## config.mk

```make
export PLATFORM = sky130hd
export DESIGN_NAME = traceback_engine
export DESIGN_NICKNAME = d
export VERILOG_FILES = /design/src/rtl/traceback_engine.sv
export SDC_FILE = /design/constraint.sdc
export NUM_CORES = 1
export LEC_CHECK = 0
export ABC_AREA = 1
export BUFFER_PORTS_ARGS = -buffer_cell sky130_fd_sc_hd__buf_2
export CORE_UTILIZATION = 45
export DETAILED_ROUTE_END_ITERATION = 6
export GPL_ROUTABILITY_DRIVEN = 1
export PLACE_DENSITY = 0.78
export SYNTH_ARGS = -nofsm -noshare
export SYNTH_HDL_FRONTEND = slang
export SYNTH_SLANG_ARGS = --single-unit
export TNS_END_PERCENT = 5
```

## constraint.sdc

```tcl
create_clock -name clk -period 4.7 [get_ports clk]
set_input_delay 0.47 -clock clk [delete_from_list [all_inputs] [get_ports clk]]
set_output_delay 0.47 -clock clk [all_outputs]
set_load 0.01 [all_outputs]
```

## src/rtl/traceback_engine.sv

```systemverilog
// traceback_engine: walks the two-piece affine DP backwards from an end cell and streams alignment ops
module traceback_engine #(
  parameter int N               = 16,
  parameter int DIRECTION_WIDTH = 7,
  parameter int ADDRESS_WIDTH   = 10,
  parameter int IDX_WIDTH       = 10
) (
  input  logic                         clk,
  input  logic                         rst_n,
  input  logic                         start,
  input  logic [IDX_WIDTH-1:0]         start_i,
  input  logic [IDX_WIDTH-1:0]         start_j,
  output logic                         ren,
  output logic [ADDRESS_WIDTH-1:0]     read_address,
  input  logic [DIRECTION_WIDTH*N-1:0] q,
  output logic                         op_valid,
  input  logic                         op_ready,
  output logic [1:0]                   op,
  output logic                         busy,
  output logic                         done,
  output logic                         err
);
  localparam logic [2:0] S_IDLE = 3'd0, S_ISSUE = 3'd1, S_DECODE = 3'd2, S_EMIT = 3'd3, S_FLUSH = 3'd4;
  localparam logic [2:0] C_H = 3'd0, SRC_DIAG = 3'd0, SRC_STOP = 3'd5;
  localparam logic [1:0] OP_M = 2'd0, OP_I = 2'd1, OP_D = 2'd2;
  localparam int SW = (N > 1) ? $clog2(N) : 1;
  localparam logic signed [IDX_WIDTH:0] ONE = 1;
  logic [2:0] r_state, r_cur;
  logic signed [IDX_WIDTH:0] r_i, r_j;
  logic [DIRECTION_WIDTH-1:0] r_d;
  logic [1:0] r_op;
  logic r_done, r_err;
  logic [SW-1:0] w_slot;
  logic [DIRECTION_WIDTH-1:0] w_q_d;
  logic w_ext, w_ineg, w_jneg;
  assign w_slot       = r_i[SW-1:0];
  assign w_q_d        = q[w_slot*DIRECTION_WIDTH +: DIRECTION_WIDTH];
  assign w_ext        = r_d[r_cur + 3'd2];
  assign w_ineg       = r_i[IDX_WIDTH];
  assign w_jneg       = r_j[IDX_WIDTH];
  assign ren          = r_state == S_ISSUE;
  assign read_address = ADDRESS_WIDTH'(r_i + r_j);
  assign op_valid     = r_state == S_EMIT || r_state == S_FLUSH;
  assign op           = r_op;
  assign busy         = r_state != S_IDLE;
  assign done         = r_done;
  assign err          = r_err;
  // walk FSM: one read per cell, direction word captured as it arrives so q need not be held
  always_ff @(posedge clk or negedge rst_n)
    if (!rst_n) begin
      r_state <= S_IDLE;
      r_cur   <= C_H;
      r_i     <= '0;
      r_j     <= '0;
      r_d     <= '0;
      r_op    <= OP_M;
      r_done  <= 1'b0;
      r_err   <= 1'b0;
    end else begin
      r_done <= 1'b0;
      case (r_state)
        S_IDLE: if (start) begin
          r_i     <= signed'({1'b0, start_i});
          r_j     <= signed'({1'b0, start_j});
          r_cur   <= C_H;
          r_err   <= 1'b0;
          r_state <= S_ISSUE;
        end
        S_ISSUE: begin
          r_d     <= w_q_d;
          r_state <= S_DECODE;
        end
        S_DECODE: if (r_cur == C_H) begin
          if (r_d[2:0] == SRC_DIAG) begin
            r_op    <= OP_M;
            r_i     <= r_i - ONE;
            r_j     <= r_j - ONE;
            r_state <= S_EMIT;
          end else if (r_d[2:0] < SRC_STOP) begin
            r_cur <= r_d[2:0];
          end else begin
            r_err   <= r_d[2:0] != SRC_STOP;
            r_done  <= 1'b1;
            r_state <= S_IDLE;
          end
        end else begin
          r_op    <= r_cur[0] ? OP_D : OP_I;
          r_i     <= r_cur[0] ? r_i : r_i - ONE;
          r_j     <= r_cur[0] ? r_j - ONE : r_j;
          r_cur   <= w_ext ? r_cur : C_H;
          r_state <= S_EMIT;
        end
        S_EMIT: if (op_ready) begin
          if (w_ineg && w_jneg) begin
            r_done  <= 1'b1;
            r_state <= S_IDLE;
          end else if (w_ineg || w_jneg) begin
            r_op    <= w_ineg ? OP_D : OP_I;
            r_state <= S_FLUSH;
          end else begin
            r_state <= S_ISSUE;
          end
        end
        S_FLUSH: if (op_ready) begin
          r_i <= w_ineg ? r_i : r_i - ONE;
          r_j <= w_ineg ? r_j - ONE : r_j;
          if ((w_ineg ? r_j : r_i) == '0) begin
            r_done  <= 1'b1;
            r_state <= S_IDLE;
          end
        end
        default: r_state <= S_IDLE;
      endcase
    end
endmodule

```

==> flow_summary_export.csv <==
group,metric,value,unit
run_status,status,"complete, but fails checks",
run_status,violations,"DRC",
detailed_routing,drc_errors,28,
run,maxCapViolCount,0,
placement,port_buffers,152,
detailed_routing,routed_wl,12280,µm
clock_tree,cts_hold_buf,0,
synthesis,ys_ff_latch,39,
pwr,power,3.575,mW
grt,grt_max_degree,65,
finish,fin_cells,936,
floorplan,start_util,0.4695,
pwr,p_per_area,718.0,nW/µm²
synthesis,synth.distinct_cells,41,
grt,grt_pass1_wl,21120,µm
grt,grtUsageTotal,0.2628,
grt,grt_pass1_vias,4806,
clock_tree,ctsResizeCount,0,
clock_tree,htreeDepth,2,
clock_tree,cts_tree,"yes",
detailed_routing,initialDrtViolationCount,336,
finish,area_delta_synth_final,20.46,%
timing,slew_violations,0,
floorplan,die_area,9574,µm²
pwr,irDropWorstVdd,0.5610,mV
floorplan,die_x,97.85,µm
synthesis,postSynthAreaPerCell,5.974,µm²
min_path,hold_class,"in -> async",
detailed_routing,viasPerCell,5.374,
clock_tree,clock_latency,290,ps
detailed_routing,wire_per_inst,13.12,µm
timing,fin_setup_tns,0,ps
finish,n_antenna_cell,0,
critical_path,cp-start-kind,"flop",
floorplan,core.rowCount,34,
timing,fin_skew,5.871,ps
grt,overflow,0,
floorplan,io_pins,153,
critical_path,worstPathRequired,4870,ps
critical_path,r2r_setup_slack,1590,ps
clock_tree,numCtsBuffers,5,
critical_path,critical_path_arrival,3290,ps
clock_tree,clock_sinks,39,
floorplan,die_h,97.85,µm
synthesis,syn_inst,692,
synthesis,yosysSeqAreaShare,0.2361,
finish,nFillCells,886,
clock_tree,clockBufferDepth,2,
timing,timing.fmax,321.1,MHz
pwr,power_leakage,2.719,nW
synthesis,syn_area,4134,µm²
timing,final-hold-violation-count,0,
placement,gp_congestion,0.8719,
clock_tree,root_buffer,"clkbuf_8",
timing,setup_violations,0,
floorplan,fp.coreArea,8806,µm²
timing,fin_crit,3114,ps
timing,rsz0062_at_grt,"no",
critical_path,critical_path.max_fanout,33,
critical_path,critical_path_class,"reg -> reg",
critical_path,worst_r2r_endpoint,"r_i[10]$_DFFE_PN0P_",
critical_path,r2r-start,"r_i[1]$_DFFE_PN0P_",
placement,placedCellCount,928,
timing,relSlewSlack,0.3206,
synthesis,syn-num-nets,843,
detailed_routing,antenna_left,0,
placement,dp_hpwl,9659,µm
finish,drive_gt1_frac,0.2403,
finish,final_nets,978,
synthesis,yosysWarningCount,0,
clock_tree,cts_setup_buffers,0,
detailed_routing,first_pass_iters,7,
critical_path,r2r_cells,10,
timing,worst_slew_pin_slew,1019,ps
clock_tree,clk_pin_slew,80,ps
timing,period_share,0.6626,
critical_path,cp-end-kind,"flop",
detailed_routing,vias,5030,
grt,antenna_found_initial,0,
-- report_power, final --
| group | switching (mW) | internal [mW] |
|---|---|---|
| combinational | 1.66 | 0.931 |
| sequential | 0.253 | 0.499 |
| clock | 0.127 | 0.103 |
-- Yosys cell counts --
master	count	share of area
a21boi_0	5	0.0091
a21boi_1	2	0.0036
a21o_1	1	0.0018
a21oi_1	19	0.023
a22oi_1	1	0.0018
a31oi_1	2	0.0030
buf_12	1	0.0048
buf_2	14	0.017
buf_4	4	0.0073
buf_6	1	0.0027
clkbuf_1	6	0.0054
clkinv_1	1	0.00091
clkinv_4	1	0.0021
dfrtp_1	39	0.24
fa_1	1	0.0048
ha_1	14	0.042
inv_1	47	0.043
inv_2	5	0.0045
inv_4	1	0.0015
nand2_1	210	0.19
nand2_2	7	0.011
nand2_4	4	0.011
nand3_1	78	0.094
nand3_2	1	0.0024
nand3_4	1	0.0042
nand3b_1	1	0.0018
nand3b_2	1	0.0027
nand4_1	8	0.012
nor2_1	107	0.097
nor2_2	3	0.0045
nor2_4	1	0.0027
nor2_8	1	0.0048
nor3_1	3	0.0036
o21ai_0	66	0.080
o21ai_1	8	0.0097
o21ai_2	7	0.015
o21bai_1	4	0.0073
o31ai_1	2	0.0036
or2_2	4	0.0061
xnor2_1	2	0.0042
xor2_1	8	0.017
-- cells by family (layout without fill, tap and decap cells) --
logic type | Yosys count | count (layout) | share of synthesized area
buffers and inverters | 81 | 217 | 0.08898
flip-flops | 39 | 39 | 0.2361
adder cells (fa/ha/maj) | 15 | 15 | 0.04722
AND/OR/NAND/NOR | 430 | 430 | 0.4488
AO/OA/AOI/OAI | 117 | 117 | 0.1577
XOR/XNOR | 10 | 10 | 0.02119
-- cell usage in the layout, fill, tap and decap left out, types with 8 or more instances in the layout --
cell type | netlist | routed
a21oi_1 | 19 | 19
buf_2 | 14 | 152
dfrtp_1 | 39 | 39
ha_1 | 14 | 14
inv_1 | 47 | 47
nand2_1 | 210 | 210
nand3_1 | 78 | 78
nand4_1 | 8 | 8
nor2_1 | 107 | 107
o21ai_0 | 66 | 66
o21ai_1 | 8 | 8
xor2_1 | 8 | 8
-- sequential cells by signal, indices dropped and copies added, names as in the netlist --
name	flops
done	1
r_j	11
r_state	3
r_d	7
r_i	11
r_cur	3
err	1
op	2
-- critical path, cell delays in order, from the launching register on --
cell     delay [ps]
dfrtp_1        1020
inv_1           710
ha_1            440
nand2_1         160
nor2_1           70
nand3_1          70
ha_1            230
nand2_1          60
o21ai_0          70
nor2_1          100
a21oi_1          50
-- through the flow --
step                setup slack [ps]  hold slack [ps]  area (µm²)    util
finish                          1586            304.0        4980  0.5655
global route                    1235            371.7        4980  0.5655
CTS                             1597            333.7        4980  0.5655
detailed placement              1618            481.7        4891  0.5554
global placement                1674            475.2        4891  0.5554
floorplan                       2665            174.4        4134       -
-- worst max-delay path by stage --
stage	startpoint	endpoint	slack (ps)	cells after the start
6_report	r_i[1]$_DFFE_PN0P_	r_i[10]$_DFFE_PN0P_	1590	10
5_1_grt	r_i[1]$_DFFE_PN0P_	r_i[10]$_DFFE_PN0P_	1230	10
4_1_cts	r_i[1]$_DFFE_PN0P_	r_i[10]$_DFFE_PN0P_	1600	10
3_5_place_dp	r_i[1]$_DFFE_PN0P_	r_i[10]$_DFFE_PN0P_	1620	10
3_3_place_gp	r_i[1]$_DFFE_PN0P_	r_i[10]$_DFFE_PN0P_	1670	10
2_1_floorplan	r_i[1]$_DFFE_PN0P_	r_i[10]$_DFFE_PN0P_	2670	12
-- cell type report --
cell class	instances	area, µm²	area share
Inverter	55	214.0	0.04296
Clock inverter	3	20.02	0.004020
Clock buffer	5	68.82	0.01382
Sequential cell	39	975.9	0.1960
Timing Repair Buffer	154	775.7	0.1558
Multi-Input combinational cell	572	2790	0.5603
Tap cell	108	135.1	0.02714
-- routing by layer --
metal,wire (µm),vias up,global-route usage
li1,-,2517,-
met1,5164,2274,0.3305
met2,6086,219,0.4637
met3,792,20,0.03937
met4,236,0,0.07809
met5,0,-,0
Note: power is estimated with default switching activity, not from simulation.
